==> config.mk <==
export PLATFORM = sky130hd
export DESIGN_NAME = wb_stage_reg
export DESIGN_NICKNAME = d
export VERILOG_FILES = /design/src/rtl/wb_stage_reg.sv
export SDC_FILE = /design/constraint.sdc
export NUM_CORES = 1
export LEC_CHECK = 0
export CORE_MARGIN = 8
export CORE_UTILIZATION = 30
export DETAILED_ROUTE_END_ITERATION = 6
export PLACE_DENSITY = 0.77
export SYNTH_ARGS = -nofsm -noshare
export SYNTH_HDL_FRONTEND = slang
export SYNTH_SLANG_ARGS = --single-unit
==> constraint.sdc <==
create_clock -name clk -period 1.4 [get_ports clk]
set_input_delay 0.42 -clock clk [delete_from_list [all_inputs] [get_ports clk]]
set_output_delay 0.42 -clock clk [all_outputs]
set_load 0.03 [all_outputs]
==> src/rtl/wb_stage_reg.sv <==
// MEM/WB pipeline register with write-back select, forwarding pair and late-load wait/timeout handling.
// Optional macro WB_RETIRE_CNT_EN adds a 64-bit retired-instruction counter output (retire_cnt).
module wb_stage_reg #(
    parameter int LOAD_TIMEOUT = 16,
    parameter int ZERO_REG     = 31
) (
    input  logic        clk,
    input  logic        reset_n,
    input  logic        valid_in,
    input  logic [63:0] ALUout_in,
    input  logic [63:0] MemData_in,
    input  logic        MemData_valid,
    input  logic [4:0]  Rd_in,
    input  logic        RegWrite_in,
    input  logic        MemToReg_in,
    input  logic        MemRead_in,
    output logic [63:0] RegDataIn,
    output logic [4:0]  Rd_write,
    output logic        RegWrite,
    output logic [4:0]  MemRegIn,
    output logic [63:0] MemValueIn,
    output logic        stall,
`ifdef WB_RETIRE_CNT_EN
    output logic [63:0] retire_cnt,
`endif
    output logic        err_timeout
);

    localparam int          CNT_W = (LOAD_TIMEOUT > 2) ? $clog2(LOAD_TIMEOUT) : 1;
    localparam logic [4:0]  ZR    = 5'(ZERO_REG);
    localparam logic [CNT_W-1:0] CNT_LAST = CNT_W'(LOAD_TIMEOUT - 2);

    typedef enum logic {RUN, WAIT_LOAD} state_t;

    state_t            state_q;
    logic [CNT_W-1:0]  cnt_q;
    logic [4:0]        rd_sv_q;
    logic              we_sv_q;
    logic [63:0]       data_q;
    logic [4:0]        rd_write_q;
    logic              regwrite_q;
    logic [4:0]        memreg_q;
    logic              err_q;
    logic              wr_en_d;
    logic              load_late;

    // MemRead_in carries no extra meaning here: MemToReg_in alone selects the load path.
    logic unused_memread;
    assign unused_memread = MemRead_in;

    assign wr_en_d   = RegWrite_in && (Rd_in != ZR);
    assign load_late = MemToReg_in && !MemData_valid;

`ifdef WB_RETIRE_CNT_EN
    logic [63:0] retire_q;
    assign retire_cnt = retire_q;
`endif

    always_ff @(posedge clk) begin
        if (!reset_n) begin
            state_q    <= RUN;
            cnt_q      <= '0;
            rd_sv_q    <= '0;
            we_sv_q    <= 1'b0;
            data_q     <= '0;
            rd_write_q <= '0;
            regwrite_q <= 1'b0;
            memreg_q   <= ZR;
            err_q      <= 1'b0;
`ifdef WB_RETIRE_CNT_EN
            retire_q   <= '0;
`endif
        end else begin
            case (state_q)
                RUN: begin
                    regwrite_q <= 1'b0;
                    memreg_q   <= ZR;
                    if (valid_in) begin
                        if (!load_late) begin
                            data_q     <= MemToReg_in ? MemData_in : ALUout_in;
                            rd_write_q <= Rd_in;
                            regwrite_q <= wr_en_d;
                            memreg_q   <= wr_en_d ? Rd_in : ZR;
`ifdef WB_RETIRE_CNT_EN
                            retire_q   <= retire_q + 64'd1;
`endif
                        end else begin
                            state_q <= WAIT_LOAD;
                            rd_sv_q <= Rd_in;
                            we_sv_q <= wr_en_d;
                            cnt_q   <= '0;
                        end
                    end
                end
                WAIT_LOAD: begin
                    // Data arriving on the timeout edge still wins.
                    if (MemData_valid) begin
                        state_q    <= RUN;
                        cnt_q      <= '0;
                        data_q     <= MemData_in;
                        rd_write_q <= rd_sv_q;
                        regwrite_q <= we_sv_q;
                        memreg_q   <= we_sv_q ? rd_sv_q : ZR;
`ifdef WB_RETIRE_CNT_EN
                        retire_q   <= retire_q + 64'd1;
`endif
                    end else if (cnt_q == CNT_LAST) begin
                        // Incremented count would reach LOAD_TIMEOUT-1: abandon the load.
                        state_q <= RUN;
                        cnt_q   <= '0;
                        err_q   <= 1'b1;
                    end else begin
                        cnt_q <= cnt_q + 1'b1;
                    end
                end
                default: state_q <= RUN;
            endcase
        end
    end

    assign stall       = (state_q == WAIT_LOAD);
    assign RegDataIn   = data_q;
    assign MemValueIn  = data_q;
    assign Rd_write    = rd_write_q;
    assign RegWrite    = regwrite_q;
    assign MemRegIn    = memreg_q;
    assign err_timeout = err_q;

endmodule

==> qor.csv, run 1 <==
metric;value;unit
top cell type by total area after synthesis;dfxtp_1;
Starting Density;30.2;%
placed cell count;968;
Commonest cells post-synth;87 x dfxtp_1, 82 x nand2_1, 80 x nor2_1;
Max Freq;674;MHz
Routed WL;18900;um
Pwr Density;986;mW/mm^2
cell area after layout;0.00802;sq mm
fin util;51.2;%
GRT Total Usage;16.7;%
Post-synth EDFFs;0;
async set-reset flop share out of synthesis;0;%
Crit Reg-Reg Endpoint;MemValueIn[44];
vias;4919;
core area;0.0157;sq mm
outcome;complete, but fails checks;
worst hold start;rd_sv_q[2];
setup TNS;-1.25;ns
sequential area share after synthesis;36.8;%
first-pass GRT wire length;26800;um
worst slack, placed;-0.554;ns
Yosys warning count;0;
vias in the first global route;4849;
die area;0.0200;sq mm
critical path class;reg -> reg;
antenna-violating nets left;0;
H-tree levels;3;
max-cap violations;0;
width of the die;142;um
WP data arrival;1.74;ns
register bit total from synthesis;87;
CTS Sinks;87;
r2r startpoint;stall;
number of primary I/O pins;281;
dpl cell area;0.00710;sq mm
RSZ-0062 raised after global routing;yes;
initial antenna violation count;0;
peak supply drop;523;uV
Syn Std Cell Area;0.00473;sq mm
Final Hold Vio Count;0;
number of cells on the worst reg-to-reg path;7;
CP max FO;6;
HP Class;reg -> reg;
die span in y;142;um
Final Wtd Congestion;0.796;
Clock Skews;0.00562;ns
CTS Root Cell;clkbuf_16;
failing checks;setup timing;
Mapped Cells;555;
final setup fails;42;
Main synth FF type;dfxtp_1;
worst endpoint required time;1.66;ns
top cell type's share of synthesized area;36.8;%
type of origin of the critical path;flip-flop;
Finished Layout Cells;1012;
Routed wire per std cell;18.6;um
Residual DRC;0;
top-count cell post-synth;dfxtp_1;
vias per inst;4.86;
Max Root-Sink Buffers;2;
CTS Hold Buffers Added;0;
syn avg cell area;8.52;sq um
Port Buffers;279;
post-DP HPWL;12700;um
drt first pass iters;6;
largest net degree at the start of global routing;46;
Final Worst Setup Slack;-0.0840;ns
Reg clk slew, reported paths;0.07;ns
slew margin rel.;76.0;%
Period minus WS final;1.48;ns
Worst Hold Path Cells;2;
total CTS buffers;9;
Layout area overhead;69.5;%
Worst-Skew Late Latency;0.34;ns
Slew Viols, Final;0;
global route overflow;0;
Layout Nets;935;
Synth area leaders;dfxtp_1 37%, a311oi_2 15%, buf_4 11%;
DR iter-0 viols;236;
Setup crit end kind;flip-flop;
reg-to-reg slack, setup;-0.08;ns
CTS tree;done;
ant diodes;0;
layout cells sized above 1;38.4;%
unique cell type count in the Yosys netlist;33;
Worst-Margin Slew;0.359;ns
hold worst-path end;rd_sv_q[2];
cell leakage power;3.21;nW
Row Count;46;
Net Count, Synth;697;
period utilization;106;%
placed cells by master, fill, tap and decap left out, types with 9 or more instances in the layout:
master	netlist	layout
clkdlybuf4s50_1	0	135
buf_12	0	14
nand2_1	82	82
nor2_2	1	19
buf_4	71	161
buf_6	6	12
a311oi_2	46	54
a311oi_1	19	11
nor2_1	80	60
o21ai_0	67	67
dfxtp_1	87	82
clkbuf_16	0	16
a21oi_1	9	9
what timing repair did:
item,4_1_cts,5_1_grt
pin swaps,9,25
endpoints found under the setup margin,90,84
gates resized for setup,31,42
cloned,3,9
setup buffers,12,10
layer usage:
metal / up-vias / wire (um) / global-route usage, %
met1: 2349 / 7790 / 19.1
met5: - / 0 / 0
li1: 2371 / - / -
met2: 176 / 9420 / 28.9
met4: 0 / 397 / 6.33
met3: 23 / 1260 / 4.60
registers in the layout, indices dropped and copies added (netlist names):
signal       count
rd_sv_q          5
MemValueIn      64
Rd_write         5
err_timeout      1
MemRegIn         5
cnt_q            4
we_sv_q          1
stall            1
RegWrite         1
cells by family after synthesis:
logic type                 synth area share, %
AOI/OAI and AO/OA                         29.8
adders and majority gates                0.529
buffers and inverters                     16.4
DFF                                       36.8
muxes                                     1.27
and+or+nand+nor                           15.2
through the flow:
stage	hold slack (ns)	total power, mW
after global routing	0.487	8.24
after detailed placement	0.456	5.46
after global placement	0.452	5.43
after CTS	0.465	7.78
after floorplan	0.444	4.47
final	0.465	7.90
how the worst max path moves through the flow:
| stage | slack, ns | to | start |
|---|---|---|---|
| 2_1_floorplan | -0.008 | MemValueIn[10] | stall |
| 3_3_place_gp | -0.46 | MemValueIn[11] | valid_in |
| 3_5_place_dp | -0.55 | MemValueIn[62] | valid_in |
| 4_1_cts | -0.06 | MemValueIn[41] | stall |
| 5_1_grt | -0.12 | MemValueIn[27] | stall |
| 6_report | -0.08 | MemValueIn[44] | stall |
layout make-up:
cell class              instances  area [sq um]
flip-flops and latches         87          1750
multi-input cells             350          2360
well taps                     216           270
inverters                       4          16.3
repair buffers                341          3370
clock inverters                 4          23.8
fillers                      1464          7640
clock buffers                  10           229
worst max-delay path: stages, from the launching register on:
cell and delay [ns]:
dfxtp_4 0.37, buf_6 0.12, o22a_4 0.25, buf_12 0.15
buf_12 0.13, buf_6 0.11, buf_6 0.10, a311oi_2 0.17
report_power, final:
| part | internal [mW] | switching [mW] | total [mW] |
|---|---|---|---|
| combinational | 1.33 | 1.53 | 2.86 |
| sequential | 2.67 | 0.184 | 2.86 |
| clock | 1.18 | 1.01 | 2.19 |
| total | 5.19 | 2.72 | 7.90 |
Power figures use the tool's default switching activity.
==> inputs of run 2 (changes only) <==
PLACE_DENSITY = 0.76   (was 0.77)
==> run 2 against run 1 <==
Effect of this change:
- the run still ends with setup timing left
- die area is the same
- clock skew barely moved
- wire length is essentially flat
- clock power up 21%
- sequential cell count is the same
- hold slack better by 0.0045 ns
- sequential share of layout area is 0.31 points lower
- non-clock buffer count is 7 higher
- critical endpoint is now MemValueIn[23]
==> qor.csv, run 2 (synthesis gave the netlist of run 1 again) <==
metric;value;unit
outcome;complete, but fails checks;
failing checks;setup timing;
CTS tree;done;
number of primary I/O pins;281;
CTS Sinks;87;
core area;0.0157;sq mm
Residual DRC;0;
antenna-violating nets left;0;
max reg flops;64;
ant diodes;0;
layout cells sized above 1;37.6;%
CP bufs+invs;2;
peak supply drop;541;uV
vias;4904;
worst endpoint required time;1.66;ns
slew margin rel.;77.5;%
Port Buffers;279;
Final Worst Setup Slack;-0.00464;ns
initial antenna violation count;0;
H-tree levels;3;
die span in y;142;um
first-pass GRT wire length;28600;um
Finished Layout Cells;1021;
CTS Hold Buffers Added;0;
commonest non-fill, non-tap cell in the layout;buf_4;
global route overflow;0;
largest net degree at the start of global routing;35;
Period minus WS final;1.40;ns
period utilization;100;%
vias per inst;4.80;
Reg area;0.00175;sq mm
worst slack, placed;-0.502;ns
met3 Usage GRT;4.50;%
Starting Density;30.2;%
RSZ-0062 raised after global routing;yes;
GR peak layer;met2;
largest delay contributor family on the critical path;buffers and inverters;
type of origin of the critical path;flip-flop;
commonest cells after routing, fill and taps aside;172 x buf_4, 134 x clkdlybuf4s50_1, 81 x dfxtp_1, 79 x nand2_1, 73 x nor2_1;
Routed WL;18900;um
HP Class;reg -> reg;
reg-to-reg slack, setup;-0.005;ns
post-DP HPWL;13300;um
total CTS buffers;9;
cell leakage power;3.31;nW
vias in the first global route;4996;
final setup fails;7;
Pwr Density;1030;mW/mm^2
max-cap violations;0;
Final Hold Vio Count;0;
Layout area overhead;72.1;%
width of the die;142;um
Slew Viols, Final;0;
DR iter-0 viols;246;
Worst-Margin Slew;0.334;ns
Setup crit end kind;flip-flop;
Max Freq;712;MHz
multi-input logic area;0.00232;sq mm
Reg clk slew, reported paths;0.07;ns
Routed wire per std cell;18.5;um
Fill cells;1458;
Slowest cell on crit path;dfxtp_4;
Final Wtd Congestion;0.873;
Layout Nets;942;
CP max FO;13;
Worst-Skew Late Latency;0.34;ns
met2 Usage GRT;32.1;%
WP data arrival;1.66;ns
GR Util met1;20.8;%
Max Root-Sink Buffers;2;
Clock Skews;0.00550;ns
GRT Total Usage;18.2;%
placed cell count;987;
drt first pass iters;4;
critical path class;reg -> reg;
Row Count;46;
die area;0.0200;sq mm
CTS Root Cell;clkbuf_16;
CP cell instances;nor2_4 > o22a_4 > buf_4 > bufbuf_16 > a311oi_2;
Largest stage delay, worst path;0.40;ns
==> run 2: worst paths after layout <==
| kind | from | end | cells past startpoint |
|---|---|---|---|
| setup / recovery | stall | MemValueIn[23] | 5 |
| hold / removal | rd_sv_q[4] | rd_sv_q[4] | 2 |
| setup reg to reg | stall | MemValueIn[23] | 5 |
| hold reg to reg | rd_sv_q[4] | rd_sv_q[4] | 2 |
==> run 2: metal layers <==
metal,up-vias,part of all wire [%]
met3,29,6.6
met5,-,0
met1,2313,40
met2,179,51
met4,0,2.5
li1,2383,-
==> run 2: worst reg2reg max path, stage by stage, from the launching register on <==
cell and delay, ns:
dfxtp_4 0.40, nor2_4 0.05, o22a_4 0.23, buf_4 0.17
bufbuf_16 0.29, a311oi_2 0.19
==> run 2: through the flow <==
stage / utilization, % / power (mW) / setup TNS (ns) / hold slack [ns] / instance area [sq um]
6_report: 52.0 / 8.40 / -0.0108 / 0.469 / 8140
2_1_floorplan: - / 4.47 / -0.139 / 0.444 / 4730
4_1_cts: 50.7 / 8.41 / -1.02 / 0.467 / 7940
3_3_place_gp: 46.4 / 5.48 / -32.76 / 0.450 / 7260
5_1_grt: 52.0 / 8.76 / -2.29 / 0.503 / 8140
3_5_place_dp: 46.4 / 5.51 / -36.36 / 0.458 / 7260
==> run 2: repair_timing <==
action	CTS	global route
pin swaps	15	18
resized for setup	22	28
setup endpoints to repair	76	88
cloned	8	2
buffers inserted	5	3
==> run 2: final cells by class <==
class                      instances  area share (%)
clock inverter                     6            1.14
tap                              216            3.32
inverter                           4           0.246
clock buffer                      10            2.81
sequential                        87            21.5
multi-input combinational        350            28.5
timing repair buffer             348            42.5
==> run 2: where the power goes <==
part | leakage [nW] | switching [mW] | internal (mW)
registers | 0.721 | 0.183 | 2.67
clock network | 0.150 | 1.08 | 1.58
logic | 2.44 | 1.52 | 1.38
